### config.mk
export PLATFORM = sky130hd
export DESIGN_NAME = bitvector_sequencer
export DESIGN_NICKNAME = d
export VERILOG_FILES = /design/src/rtl/bitvector_seq_pkg.sv /design/src/rtl/bitvector_seq_table.sv /design/src/rtl/bitvector_sequencer.sv
export SDC_FILE = /design/constraint.sdc
export NUM_CORES = 1
export LEC_CHECK = 0
export BUFFER_PORTS_ARGS = -buffer_cell sky130_fd_sc_hd__buf_2
export CELL_PAD_IN_SITES_DETAIL_PLACEMENT = 0
export CELL_PAD_IN_SITES_GLOBAL_PLACEMENT = 1
export CORE_MARGIN = 10
export CORE_UTILIZATION = 45
export DETAILED_ROUTE_END_ITERATION = 6
export PLACE_DENSITY_LB_ADDON = 0.25
export SLEW_MARGIN = 25
export SYNTH_ARGS = -nofsm -noshare
export SYNTH_HDL_FRONTEND = slang
export SYNTH_SLANG_ARGS = --single-unit
### constraint.sdc
create_clock -name clk -period 3.8 [get_ports clk]
set_input_delay 0.76 -clock clk [delete_from_list [all_inputs] [get_ports clk]]
set_output_delay 0.76 -clock clk [all_outputs]
set_load 0.01 [all_outputs]
### src/rtl/bitvector_seq_pkg.sv
// rtl/bitvector_seq_pkg.sv - shared state encoding and width helpers for the bit-vector sequencer
package bitvector_seq_pkg;

    typedef enum logic [1:0] {
        IDLE = 2'd0,
        RUN  = 2'd1,
        DONE = 2'd2
    } state_t;

    function automatic int idx_width(input int depth);
        return (depth > 1) ? $clog2(depth) : 1;
    endfunction

    // One extra bit so a full-table length (== depth) is representable.
    function automatic int len_width(input int depth);
        return idx_width(depth) + 1;
    endfunction

endpackage

### src/rtl/bitvector_seq_table.sv
// rtl/bitvector_seq_table.sv - value/hold register file with one write port and one async read port
module bitvector_seq_table
    import bitvector_seq_pkg::*;
#(
    parameter int bit_width = 1,
    parameter int depth     = 8,
    parameter int cnt_width = 8,
    parameter int idx_w     = idx_width(depth)
) (
    input  logic                 clk,
    input  logic                 rst,
    input  logic                 wr_en,
    input  logic [idx_w-1:0]     wr_addr,
    input  logic [bit_width-1:0] wr_data,
    input  logic [cnt_width-1:0] wr_hold,
    input  logic [idx_w-1:0]     rd_addr,
    output logic [bit_width-1:0] rd_data,
    output logic [cnt_width-1:0] rd_hold
);

    logic [bit_width-1:0] value_q [depth];
    logic [bit_width-1:0] value_d [depth];
    logic [cnt_width-1:0] hold_q  [depth];
    logic [cnt_width-1:0] hold_d  [depth];

    always_comb begin
        value_d = value_q;
        hold_d  = hold_q;
        if (wr_en) begin
            value_d[wr_addr] = wr_data;
            hold_d[wr_addr]  = wr_hold;
        end
    end

    always_ff @(posedge clk or posedge rst) begin
        if (rst) begin
            for (int i = 0; i < depth; i++) begin
                value_q[i] <= '0;
                hold_q[i]  <= '0;
            end
        end else begin
            value_q <= value_d;
            hold_q  <= hold_d;
        end
    end

    // Reads see the pre-write contents, so a same-edge write never leaks into a load.
    assign rd_data = value_q[rd_addr];
    assign rd_hold = hold_q[rd_addr];

endmodule

### src/rtl/bitvector_sequencer.sv
// rtl/bitvector_sequencer.sv - steps out/outb through a programmed value list with per-entry hold counts
module bitvector_sequencer
    import bitvector_seq_pkg::*;
#(
    parameter int                   bit_width  = 1,
    parameter int                   depth      = 8,
    parameter int                   cnt_width  = 8,
    parameter logic [bit_width-1:0] init_value = '0
) (
    input  logic                       clk,
    input  logic                       rst,
    input  logic                       wr_en,
    input  logic [$clog2(depth)-1:0]   wr_addr,
    input  logic [bit_width-1:0]       wr_data,
    input  logic [cnt_width-1:0]       wr_hold,
    input  logic [$clog2(depth):0]     num_entries,
    input  logic                       loop,
    input  logic                       start,
    input  logic                       stop,
    output logic [bit_width-1:0]       out,
    output logic [bit_width-1:0]       outb,
    output logic                       busy,
    output logic                       done,
    output logic [$clog2(depth)-1:0]   idx,
    output logic                       wr_err
);

    localparam int IDX_W = idx_width(depth);
    localparam int LEN_W = len_width(depth);

    state_t               state_q, state_d;
    logic [bit_width-1:0] out_q, out_d;
    logic [IDX_W-1:0]     idx_q, idx_d;
    logic [cnt_width-1:0] cnt_q, cnt_d;
    logic [LEN_W-1:0]     len_q, len_d;
    logic                 loop_q, loop_d;
    logic                 busy_q, busy_d;
    logic                 done_q, done_d;
    logic                 wr_err_q, wr_err_d;

    logic [IDX_W-1:0]     rd_addr;
    logic [bit_width-1:0] rd_data;
    logic [cnt_width-1:0] rd_hold;
    logic                 load;
    logic [LEN_W-1:0]     eff_len;

    bitvector_seq_table #(
        .bit_width (bit_width),
        .depth     (depth),
        .cnt_width (cnt_width),
        .idx_w     (IDX_W)
    ) u_table (
        .clk     (clk),
        .rst     (rst),
        .wr_en   (wr_en && (state_q != RUN)),
        .wr_addr (wr_addr),
        .wr_data (wr_data),
        .wr_hold (wr_hold),
        .rd_addr (rd_addr),
        .rd_data (rd_data),
        .rd_hold (rd_hold)
    );

    always_comb begin
        state_d  = state_q;
        out_d    = out_q;
        idx_d    = idx_q;
        cnt_d    = cnt_q;
        len_d    = len_q;
        loop_d   = loop_q;
        rd_addr  = '0;
        load     = 1'b0;
        wr_err_d = wr_en && (state_q == RUN);
        eff_len  = (num_entries > LEN_W'(depth)) ? LEN_W'(depth) : num_entries;

        case (state_q)
            IDLE, DONE: begin
                if (stop) begin
                    state_d = IDLE;
                end else if (start && (num_entries != '0)) begin
                    state_d = RUN;
                    len_d   = eff_len;
                    loop_d  = loop;
                    load    = 1'b1;
                end
            end
            RUN: begin
                if (stop) begin
                    state_d = IDLE;
                end else if (cnt_q != '0) begin
                    cnt_d = cnt_q - cnt_width'(1);
                end else if ({1'b0, idx_q} != (len_q - LEN_W'(1))) begin
                    rd_addr = idx_q + IDX_W'(1);
                    load    = 1'b1;
                end else if (loop_q) begin
                    load = 1'b1;
                end else begin
                    state_d = DONE;
                end
            end
            default: state_d = IDLE;
        endcase

        if (load) begin
            idx_d = rd_addr;
            out_d = rd_data;
            cnt_d = rd_hold;
        end

        busy_d = (state_d == RUN);
        done_d = (state_d == DONE);
    end

    always_ff @(posedge clk or posedge rst) begin
        if (rst) begin
            state_q  <= IDLE;
            out_q    <= init_value;
            idx_q    <= '0;
            cnt_q    <= '0;
            len_q    <= '0;
            loop_q   <= 1'b0;
            busy_q   <= 1'b0;
            done_q   <= 1'b0;
            wr_err_q <= 1'b0;
        end else begin
            state_q  <= state_d;
            out_q    <= out_d;
            idx_q    <= idx_d;
            cnt_q    <= cnt_d;
            len_q    <= len_d;
            loop_q   <= loop_d;
            busy_q   <= busy_d;
            done_q   <= done_d;
            wr_err_q <= wr_err_d;
        end
    end

    assign out    = out_q;
    assign outb   = ~out_q;
    assign busy   = busy_q;
    assign done   = done_q;
    assign idx    = idx_q;
    assign wr_err = wr_err_q;

endmodule
Word level (Yosys, flattened, before mapping)
Index checks and enable logic that the tools add are counted.
{"block": "word_totals", "inputBits": 22, "reg_bits": 94, "out_inout_bits": 8}
{"block": "classes", "eq_ne": 7, "n_reduce_logical": 12, "addsub": 3, "n_bitwise": 4, "n_lt_le_gt_ge": 4, "mux": 35}
{"op": "bitwise mux 64 bit", "count": 1}
{"op": "2-to-1 mux 8 bit", "count": 7}
{"op": "binary-select mux 8 bit (select 3 bit)", "count": 1}
{"op": "demux 8 bit (select 3 bit)", "count": 1}
{"op": "2-to-1 mux 2 bit", "count": 6}
{"op": "2-to-1 mux 3 bit", "count": 4}
{"op": "2-to-1 mux 1 bit", "count": 9}
{"op": "bitwise mux 8 bit", "count": 1}
{"op": ">= comparator 4 bit (second input constant)", "count": 2}
{"op": "NOT 3 -> 4 bit", "count": 2}
{"op": "nonzero test 8 bit", "count": 1}
{"op": "subtractor 8 x 1 -> 8 bit (second input constant)", "count": 1}
{"op": "AND reduction 3 bit", "count": 2}
{"op": "== test 2 x 1 -> 1 bit (second input constant)", "count": 2}
{"op": "== test 2 bit (second input constant)", "count": 2}
{"op": "greater-than comparator 4 bit (second input constant)", "count": 1}
{"op": "logical AND 1 bit", "count": 4}
{"op": "< comparator 4 x 1 -> 1 bit (second input constant)", "count": 1}
{"op": "2-to-1 mux 4 bit", "count": 1}
{"op": "inequality test 2 x 1 -> 1 bit (second input constant)", "count": 2}
{"op": "inequality test 3 x 4 -> 1 bit", "count": 1}
{"op": "case mux 2 bit (2 select lines)", "count": 1}
{"op": "nonzero test 2 bit", "count": 2}
{"op": "nonzero test 4 bit", "count": 1}
{"op": "other kinds (8)", "count": 9}

Depth between registers and ports, before layout
Gate-level depths: netlist (run 1).
{"block": "logic_depth", "ltp_word": 11, "depth_mapped": 10, "ltp_nobuf": 10}

By module
A second synthesis (run 1) with hierarchy kept.
{"block": "unflattened", "cells_unflattened": 319, "hier_area_um2": 4623.2}
{"mod": "bitvector_seq_table", "area_each_um2": 3355.7, "n_inst": 1, "cells_each": 192}
{"mod": "bitvector_sequencer", "area_each_um2": 1267.5, "n_inst": 1, "cells_each": 127}

Worst setup path before layout (run 1)
OpenSTA, ideal clock, no wires.
{"block": "synth_path", "kind": "input-to-reg", "from": "in num_entries[1]", "to": "reg cnt_q[6]", "required_time_ps": 3676, "path_slack_ps": 1539, "path_buffers": 1, "setup_time_ps": 124, "stages": 6, "t_arrival_ps": 2137, "path_cell_list": "o41ai_1 > or3_1 > clkbuf_1 > and2_2 > inv_2 > a211o_1"}
{"block": "synth_between", "elab_chain_cells": 7, "elab_cells_between_ends": 10, "cone_classes": "1 x eq/ne; 4 x mux; 5 x reduce/logical"}
{"item": "from (decl)", "line_no": "bitvector_sequencer.sv:16", "source": "input logic [$clog2(depth):0] num_entries,"}
{"item": "nonzero test 4 bit (*)", "line_no": "bitvector_sequencer.sv:80", "source": "end else if (start && (num_entries != '0)) begin"}
{"item": "logical AND 1 bit (*)", "line_no": "bitvector_sequencer.sv:80"}
{"item": "2-to-1 mux 1 bit (*)", "line_no": "bitvector_sequencer.sv:80"}
{"item": "2-to-1 mux 1 bit (*)", "line_no": "bitvector_sequencer.sv:78", "source": "if (stop) begin"}
{"item": "case mux 1 bit (2 select lines) (*)", "line_no": "bitvector_sequencer.sv:76", "source": "case (state_q)"}
{"item": "inequality test 2 x 1 -> 1 bit (no line) / nonzero test 2 bit (equally long branches)"}
{"item": "AND reduction 3 bit (no line)"}
{"item": "to (signal assigned)", "line_no": "bitvector_sequencer.sv:129", "source": "cnt_q <= cnt_d;"}
{"item": "to (decl)", "line_no": "bitvector_sequencer.sv:34", "source": "logic [cnt_width-1:0] cnt_q, cnt_d;"}
Every way passes the cells marked *; elsewhere a longest branch is shown, timed or not.
A chain may end at the register's enable or synchronous reset.

Worst setup path after layout (run 1)
{"block": "layout_path", "from": "reg len_q[0]", "to": "reg cnt_q[1]"}
{"block": "layout_between", "elab_chain_cells": 11, "elab_cells_between_ends": 19, "cone_classes": "1 x add/sub; 2 x eq/ne; 12 x mux; 1 x bitwise; 3 x reduce/logical"}
{"item": "from (decl)", "line_no": "bitvector_sequencer.sv:35", "source": "logic [LEN_W-1:0] len_q, len_d;"}
{"item": "from (signal assigned)", "line_no": "bitvector_sequencer.sv:130", "source": "len_q <= len_d;"}
{"item": "subtractor 4 x 1 -> 4 bit (*)", "line_no": "bitvector_sequencer.sv:92", "source": "end else if ({1'b0, idx_q} != (len_q - LEN_W'(1))) begin"}
{"item": "inequality test 3 x 4 -> 1 bit (*)", "line_no": "bitvector_sequencer.sv:92"}
{"item": "2-to-1 mux 3 bit", "line_no": "bitvector_sequencer.sv:92"}
{"item": "2-to-1 mux 3 bit", "line_no": "bitvector_sequencer.sv:90", "source": "end else if (cnt_q != '0) begin"}
{"item": "2-to-1 mux 3 bit", "line_no": "bitvector_sequencer.sv:88", "source": "if (stop) begin"}
{"item": "2-to-1 mux 3 bit", "line_no": "bitvector_sequencer.sv:76"}
{"item": "NOT 3 -> 4 bit (implied by the code)", "line_no": "bitvector_seq_table.sv:49", "source": "assign rd_hold = hold_q[rd_addr];"}
{"item": "binary-select mux 8 bit (select 3 bit)", "line_no": "bitvector_seq_table.sv:49"}
{"item": "2-to-1 mux 8 bit (implied by the code) (2 in series)", "line_no": "bitvector_seq_table.sv:49"}
{"item": "2-to-1 mux 8 bit", "line_no": "bitvector_sequencer.sv:104", "source": "if (load) begin"}
Every way passes the cells marked *; elsewhere a longest branch is shown, timed or not. The select of a mux whose other input is x is not followed.

==> results.cfg, run 1 <==
[global_routing]
antenna_violations_before_repair = 0
overall_track_demand_over_capacity_in_global_routing = 0.159
busiest_layer = met2
global_route.usage.met2 = 0.247
grt_pass1_vias = 3344
gr_met3_demand_resource = 0.0321
maximum_number_of_pins_on_one_net_before_global_route_repair = 56
grt_pass1_wl_mm = 18.5
gr-usage-met1 = 0.211
globalRouteOverflowTotal = 0

[power]
p_switching_uw = 902
comb_power_share = 0.260
p_sw_frac = 0.303
power.leakage_uw = 0.00224
pwr-share-seq = 0.485
share_clk_of_total_power = 0.255
intPower_uw = 2070
cellPowerDensity_nw_per_um2 = 561
vdd_drop_max_mv = 0.229

[die]
i_o_pin_total = 30
die_w_um = 123
core_region_area_sq_um = 10300
die-height_um = 123
start_util = 0.460
die_area_sq_um = 15000
floorplan.rows = 37

[synthesis]
synth_async_sr_flop_share = 1.00
synthCells = 383
ys_dominant_reg_cell = sky130_fd_sc_hd__dfrtp_1
post_synth_num_cell_types = 61
post-synth-top-area-fraction = 0.497
synthTopCellsByArea = sky130_fd_sc_hd__dfrtp_1, sky130_fd_sc_hd__mux2_2, sky130_fd_sc_hd__mux4_2
netlist_area_sq_um = 4730
yosys_warnings = 0
yosys-mux-area-fraction = 0.241
synth-seq-cells = 94
synth_seq_area_share = 0.497
post_synth_simple_gate_area = 0.113
synth_fp_nets = 409
post_synth_xor_xnor_area = 0.0159
synth_top_cell_by_area = sky130_fd_sc_hd__dfrtp_1
syn-mean-instance-area_sq_um = 12.4
synth_compound_gate_area_share = 0.100
number_of_synthesized_flops_with_an_enable_pin = 0
synth_fa_ha_area_frac = 0.0106
combinational_family_with_the_most_area_after_synthesis = multiplexers

[hold_path]
min_from = loop_q$_DFFE_PP0P_
hold_removal_path_class = flop to flop

[cells_and_area]
finish.cell_count_without_fillers = 562
post_route_cells_drive_above_1_share = 0.359
layout.nets = 447
layout_common_cells = sky130_fd_sc_hd__dfrtp_1, sky130_fd_sc_hd__mux2_2, sky130_fd_sc_hd__nand2_1, sky130_fd_sc_hd__buf_2, sky130_fd_sc_hd__nor2_1
area_delta_synth_final_pct = 11.9
antenna_cells_inserted = 0
most_common_cell_after_layout_fill_and_taps_aside = sky130_fd_sc_hd__dfrtp_1

[timing]
setup_viol = 0
hold_violations = 0
timing.final.crit_share = 0.704
worst_tran_pin_value_ns = 0.752
rsz0062_at_grt = false
timing.max_slew.rel_slack = 0.494
final_period_minus_worst_setup_slack_ns = 2.68
timing.fmax_mhz = 374
finClkSkew_ns = 0.0136
maxSlewViolCount = 0
setup-tns-final_ns = 0

[worst_setup_path]
crit_path_top_delay_cell = sky130_fd_sc_hd__nor4_2
cp_cell_sequence = inv_1, ha_1, xor2_2, nor2_2, o31a_1, nor4_2, a22oi_1, a22oi_2
start_kind = flop
crit_start = len_q[0]$_DFFE_PP0P_
worst_path_largest_cell_delay_ns = 0.69
timing.critical_path.fanout_max = 7
endpoint_kind = flop
crit_required_ns = 4.09
worstPathBufferInverterCount = 1
cpLargestDelayFamily = compound AO/OA/AOI/OAI gates
cp.arrival_ns = 2.96
r2r_start = len_q[0]$_DFFE_PP0P_
path_class = flop to flop

[clocking]
cts_setup_buffers = 0
cts_max_level = 3
cts-hold-fix-buffers = 0
cts_root_buffer = sky130_fd_sc_hd__clkbuf_8
cts_made_buffers = 9
clkSlewWorstSetupHoldPaths_ns = 0.10
clock_latency_at_the_later_pin_of_the_worst_skew_pair_ns = 0.36
ctsResizeCount = 0
cts.sink_count = 94
tritoncts_clock_tree = built
clock_tree.buffer_depth = 2

[flow_run]
max_cap_violations = 0

[routing]
drt-pass1-iter-count = 5
drt-initial-drc-count = 154
routed_wl_mm = 11.3
antenna_violating_nets_post_route = 0
num_vias = 3252
detail_route.wl_per_cell_um = 20.2
drc_errors = 0
post_drt_via_cell_ratio = 5.79

[place]
placed_cells_incl_taps = 546
place_congestion = 0.970
portbufs = 29
hpwl_dp_mm = 7.79

[status]
run_status = finished clean
-- per-layer routing --
layer | part of all wire | wire [um]
met5 | 0 | 0
met3 | 0.046 | 518
met4 | 0.024 | 272
met2 | 0.46 | 5230
met1 | 0.47 | 5310
-- flip-flops by register name, indices dropped and copies added (netlist names) --
register         cells
busy                 1
cnt_q                8
done                 1
idx                  3
len_q                4
loop_q               1
out                  1
state_q              2
u_table.hold_q      64
u_table.value_q      8
wr_err               1
-- worst paths after layout --
kind / to / slack, ns / depth (start not counted)
worst min-delay path: loop_q$_DFFE_PP0P_ / 0.50 / 2
worst max-delay path: cnt_q[1]$_DFFE_PP0P_ / 1.12 / 8
worst min register to register: loop_q$_DFFE_PP0P_ / 0.50 / 2
worst max register to register: cnt_q[1]$_DFFE_PP0P_ / 1.12 / 8
min in group asynchronous: u_table.value_q[0]$_DFFE_PP0P_ / 0.52 / 2
max in group asynchronous: u_table.hold_q[56]$_DFFE_PP0P_ / 2.52 / 3
-- power groups by stage --
stage                     registers (uW)  clock network, uW  logic [uW]
after floorplan                     1410                  0         606
after global placement              1450                  0         763
after detailed placement            1460                  0         776
after CTS                           1440                774         779
after global routing                1470                816         857
final                               1440                759         773
-- worst min-delay path: stages (launching register included) --
cell and delay [ns]:
sky130_fd_sc_hd__dfrtp_1 0.36, sky130_fd_sc_hd__nand2_1 0.05, sky130_fd_sc_hd__nand2_1 0.06
-- area by class of cell --
type / count / area (sq um)
tap: 136 / 170
timing repair buffer: 38 / 213
clock inverter: 6 / 93.8
sequential: 94 / 2350
fill: 929 / 4980
inverter: 13 / 51.3
multi-input combinational: 265 / 2280
clock buffer: 10 / 138
-- kinds of logic after synthesis --
| kind of cell | after synthesis |
|---|---|
| compound gates | 64 |
| xor+xnor | 6 |
| fa+ha+maj | 4 |
| buf+inv | 24 |
| flops | 94 |
| mux | 95 |
| simple gates | 96 |
-- stage by stage --
| stage | hold slack [ns] | area [sq um] | setup slack, ns | power [uW] | utilization |
|---|---|---|---|---|---|
| after CTS | 0.507 | 5300 | 1.17 | 2990 | 0.515 |
| final | 0.498 | 5300 | 1.12 | 2970 | 0.515 |
| after floorplan | 0.447 | 4730 | 0.591 | 2020 | - |
| after global placement | 0.474 | 5060 | 1.18 | 2220 | 0.493 |
| after global routing | 0.521 | 5300 | 0.897 | 3150 | 0.515 |
| after detailed placement | 0.485 | 5060 | 1.13 | 2240 | 0.493 |
-- cells in the mapped netlist, types with 5 or more instances --
library cell / n
sky130_fd_sc_hd__dfrtp_1: 94
sky130_fd_sc_hd__mux2_2: 73
sky130_fd_sc_hd__nand2_1: 29
sky130_fd_sc_hd__nor2_1: 16
sky130_fd_sc_hd__mux2i_1: 14
sky130_fd_sc_hd__inv_1: 12
sky130_fd_sc_hd__a21oi_1: 11
sky130_fd_sc_hd__mux4_2: 8
sky130_fd_sc_hd__clkbuf_1: 7
sky130_fd_sc_hd__nor3_1: 7
sky130_fd_sc_hd__o21ai_0: 6
sky130_fd_sc_hd__a211oi_1: 5
sky130_fd_sc_hd__nand2b_1: 5
sky130_fd_sc_hd__nand3_1: 5
sky130_fd_sc_hd__o31ai_1: 5
Note: power is estimated with default switching activity, not from simulation.
==> inputs of run 2 (changes only) <==
--- a/config.mk
+++ b/config.mk
@@ -5,11 +5,12 @@
 export SDC_FILE = /design/constraint.sdc
 export NUM_CORES = 1
 export LEC_CHECK = 0
+export ABC_AREA = 1
 export BUFFER_PORTS_ARGS = -buffer_cell sky130_fd_sc_hd__buf_2
 export CELL_PAD_IN_SITES_DETAIL_PLACEMENT = 0
 export CELL_PAD_IN_SITES_GLOBAL_PLACEMENT = 1
 export CORE_MARGIN = 10
-export CORE_UTILIZATION = 45
+export CORE_UTILIZATION = 41
 export DETAILED_ROUTE_END_ITERATION = 6
 export PLACE_DENSITY_LB_ADDON = 0.25
 export SLEW_MARGIN = 25
==> constraint.sdc (replaced) <==
create_clock -name clk -period 2.2 [get_ports clk]
set_input_delay 0.44 -clock clk [delete_from_list [all_inputs] [get_ports clk]]
set_output_delay 0.44 -clock clk [all_outputs]
set_load 0.01 [all_outputs]
==> results.cfg, run 2 <==
[synthesis]
synth_async_sr_flop_share = 1.00
synthTopCellsByArea = sky130_fd_sc_hd__dfrtp_1, sky130_fd_sc_hd__nand2_1, sky130_fd_sc_hd__nand3_1
post_synth_num_cell_types = 24
number_of_synthesized_flops_with_an_enable_pin = 0
synth.most_common_cell = sky130_fd_sc_hd__nand2_1
synth-seq-cells = 94
synthCells = 628
post-synth-top-area-fraction = 0.484
synth_top_cell_by_area = sky130_fd_sc_hd__dfrtp_1
yosys_warnings = 0
netlist_top_cells_count = sky130_fd_sc_hd__nand2_1, sky130_fd_sc_hd__dfrtp_1, sky130_fd_sc_hd__nand3_1
ys_dominant_reg_cell = sky130_fd_sc_hd__dfrtp_1
syn-mean-instance-area_sq_um = 7.75
synth_fp_nets = 654
synth_seq_area_share = 0.484
netlist_area_sq_um = 4860

[timing]
hold_violations = 0
finClkSkew_ns = 0.00604
final_period_minus_worst_setup_slack_ns = 2.10
final.setup.worst_slack_ns = 0.0985
finalHoldWorstSlack_ns = 0.166
timing.fmax_mhz = 476
timing.final.crit_share = 0.955
worst_tran_pin_value_ns = 0.570
setup_viol = 0
maxSlewViolCount = 0
timing.max_slew.rel_slack = 0.620

[global_routing]
gr_met3_demand_resource = 0.0341
globalRouteOverflowTotal = 0
antenna_violations_before_repair = 0
grt_pass1_wl_mm = 21.8
gr-usage-met1 = 0.232
grt_pass1_vias = 4154
overall_track_demand_over_capacity_in_global_routing = 0.167
global_route.usage.met2 = 0.253
maximum_number_of_pins_on_one_net_before_global_route_repair = 95
busiest_layer = met2

[worst_setup_path]
cp.arrival_ns = 2.36
timing.critical_path.fanout_max = 10
path_class = flop to flop
endpoint_kind = flop
start_kind = flop
crit_required_ns = 2.46

[place]
placedInstanceArea_sq_um = 5320
hpwl_dp_mm = 8.63
pre_cts_ws_ns = -0.0788
place_congestion = 0.810
portbufs = 29

[routing]
drc_errors = 0
detail_route.wl_per_cell_um = 16.3
post_drt_via_cell_ratio = 5.08
drt-initial-drc-count = 321
routed_wl_mm = 13.6
antenna_violating_nets_post_route = 0
drt-pass1-iter-count = 5
num_vias = 4236

[clocking]
clkSlewWorstSetupHoldPaths_ns = 0.07
cts_max_level = 3
cts.sink_count = 94
clock_tree.buffer_depth = 2
cts-hold-fix-buffers = 0
clock_latency_at_the_later_pin_of_the_worst_skew_pair_ns = 0.36
cts_made_buffers = 9
tritoncts_clock_tree = built
cts_root_buffer = sky130_fd_sc_hd__clkbuf_16

[cells_and_area]
area_delta_synth_final_pct = 21.3
antenna_cells_inserted = 0
seq_area_sq_um = 2350
largest_register_ffs = 64
area_used_by_multi_input_combinational_logic_sq_um = 2110
registers.top_by_ff_count = u_table.hold_q
fillCellCount = 1145
postLayoutCoreUtil = 0.512
post_route_cells_drive_above_1_share = 0.191
layout_common_cells = sky130_fd_sc_hd__nand2_1, sky130_fd_sc_hd__dfrtp_1, sky130_fd_sc_hd__nand3_1
most_common_cell_after_layout_fill_and_taps_aside = sky130_fd_sc_hd__nand2_1
layout.nets = 712
final_cell_area_sq_um = 5900
layout_top_registers = u_table.hold_q: 64 flops, cnt_q: 8 flops, u_table.value_q: 8 flops

[die]
die_w_um = 129
i_o_pin_total = 30
die-height_um = 129
core_region_area_sq_um = 11500
start_util = 0.422
floorplan.rows = 39
die_area_sq_um = 16600

[power]
vdd_drop_max_mv = 0.364
power.leakage_uw = 0.00308
cellPowerDensity_nw_per_um2 = 894

[flow_run]
max_cap_violations = 0

[status]
run_status = finished clean

[hold_path]
hold_removal_path_class = primary input to async pin
[run 2: changes by cell type after synthesis, sizes merged, moves of 6 or more]
cell / change
nand2: +156
mux4: -8
buf: +9
mux2i: -14
nor3: -8
nand4: +6
mux2: -73
o21ai: +74
inv: +79
nand3: +88
[run 2: layer usage]
metal  wire length (um)  up-vias
met2               6020       84
li1                   -     2117
met5                  0        -
met4                215        0
met3                614       14
met1               6700     2021
[run 2: kinds of logic after synthesis]
group           count (synthesis)  synth area share
compound gates                 90            0.0970
fa+ha+maj                       4            0.0103
xor+xnor                        7            0.0126
flops                          94             0.484
buf+inv                       117            0.0975
simple gates                  316             0.299
[run 2: repair_timing]
action,4_1_cts,5_1_grt
setup buffers,0,13
gates cloned,0,3
setup endpoints to repair,8,12
pin swaps,0,13
gates resized for setup,2,19
[run 2: final timing paths]
path	cells after the start	from	slack [ns]	to
worst max register to register	16	cnt_q[1]$_DFFE_PP0P_	0.1	cnt_q[1]$_DFFE_PP0P_
min in group clk	3	loop	0.29	loop_q$_DFFE_PP0P_
max in group asynchronous	3	rst	1.55	busy$_DFF_PP0_
worst min-delay path	3	rst	0.17	len_q[2]$_DFFE_PP0P_
worst max-delay path	16	cnt_q[1]$_DFFE_PP0P_	0.1	cnt_q[1]$_DFFE_PP0P_
worst min register to register	2	u_table.hold_q[49]$_DFFE_PP0P_	0.48	u_table.hold_q[49]$_DFFE_PP0P_
[run 2: area by class of cell]
cell class	count	area share
clock inverter	6	0.0104
tap	143	0.0303
clock buffer	10	0.0405
multi-input combinational	417	0.357
inverter	92	0.0596
sequential	94	0.399
timing repair buffer	72	0.104
[run 2: stage by stage]
step | total power [uW] | setup TNS [ns] | instances
global route | 5640 | -0.295 | 834
CTS | 5230 | 0 | 818
detailed placement | 3620 | -0.482 | 802
floorplan | 3260 | 0 | 628
global placement | 3580 | -0.253 | 802
finish | 5270 | 0 | 834
[run 2: where the power goes]
part | switching [uW] | internal (uW) | total, uW | leakage [uW]
clock | 703 | 908 | 1610 | 0.000148
sequential | 250 | 2140 | 2390 | 0.00118
combinational | 756 | 515 | 1270 | 0.00175
[run 2: worst max-delay path, cell delays in order (launching register included)]
cell	delay [ns]
sky130_fd_sc_hd__dfrtp_1	0.39
sky130_fd_sc_hd__inv_2	0.07
sky130_fd_sc_hd__ha_1	0.14
sky130_fd_sc_hd__nand2_1	0.06
sky130_fd_sc_hd__nor2_2	0.15
sky130_fd_sc_hd__nand3_2	0.09
sky130_fd_sc_hd__buf_4	0.15
sky130_fd_sc_hd__nor2_4	0.16
sky130_fd_sc_hd__o21ai_4	0.08
sky130_fd_sc_hd__buf_12	0.14
sky130_fd_sc_hd__clkbuf_16	0.17
sky130_fd_sc_hd__nand2_1	0.07
sky130_fd_sc_hd__nand3_1	0.08
sky130_fd_sc_hd__nand3_1	0.08
sky130_fd_sc_hd__nand3_1	0.08
sky130_fd_sc_hd__nand2_1	0.06
sky130_fd_sc_hd__inv_1	0.03
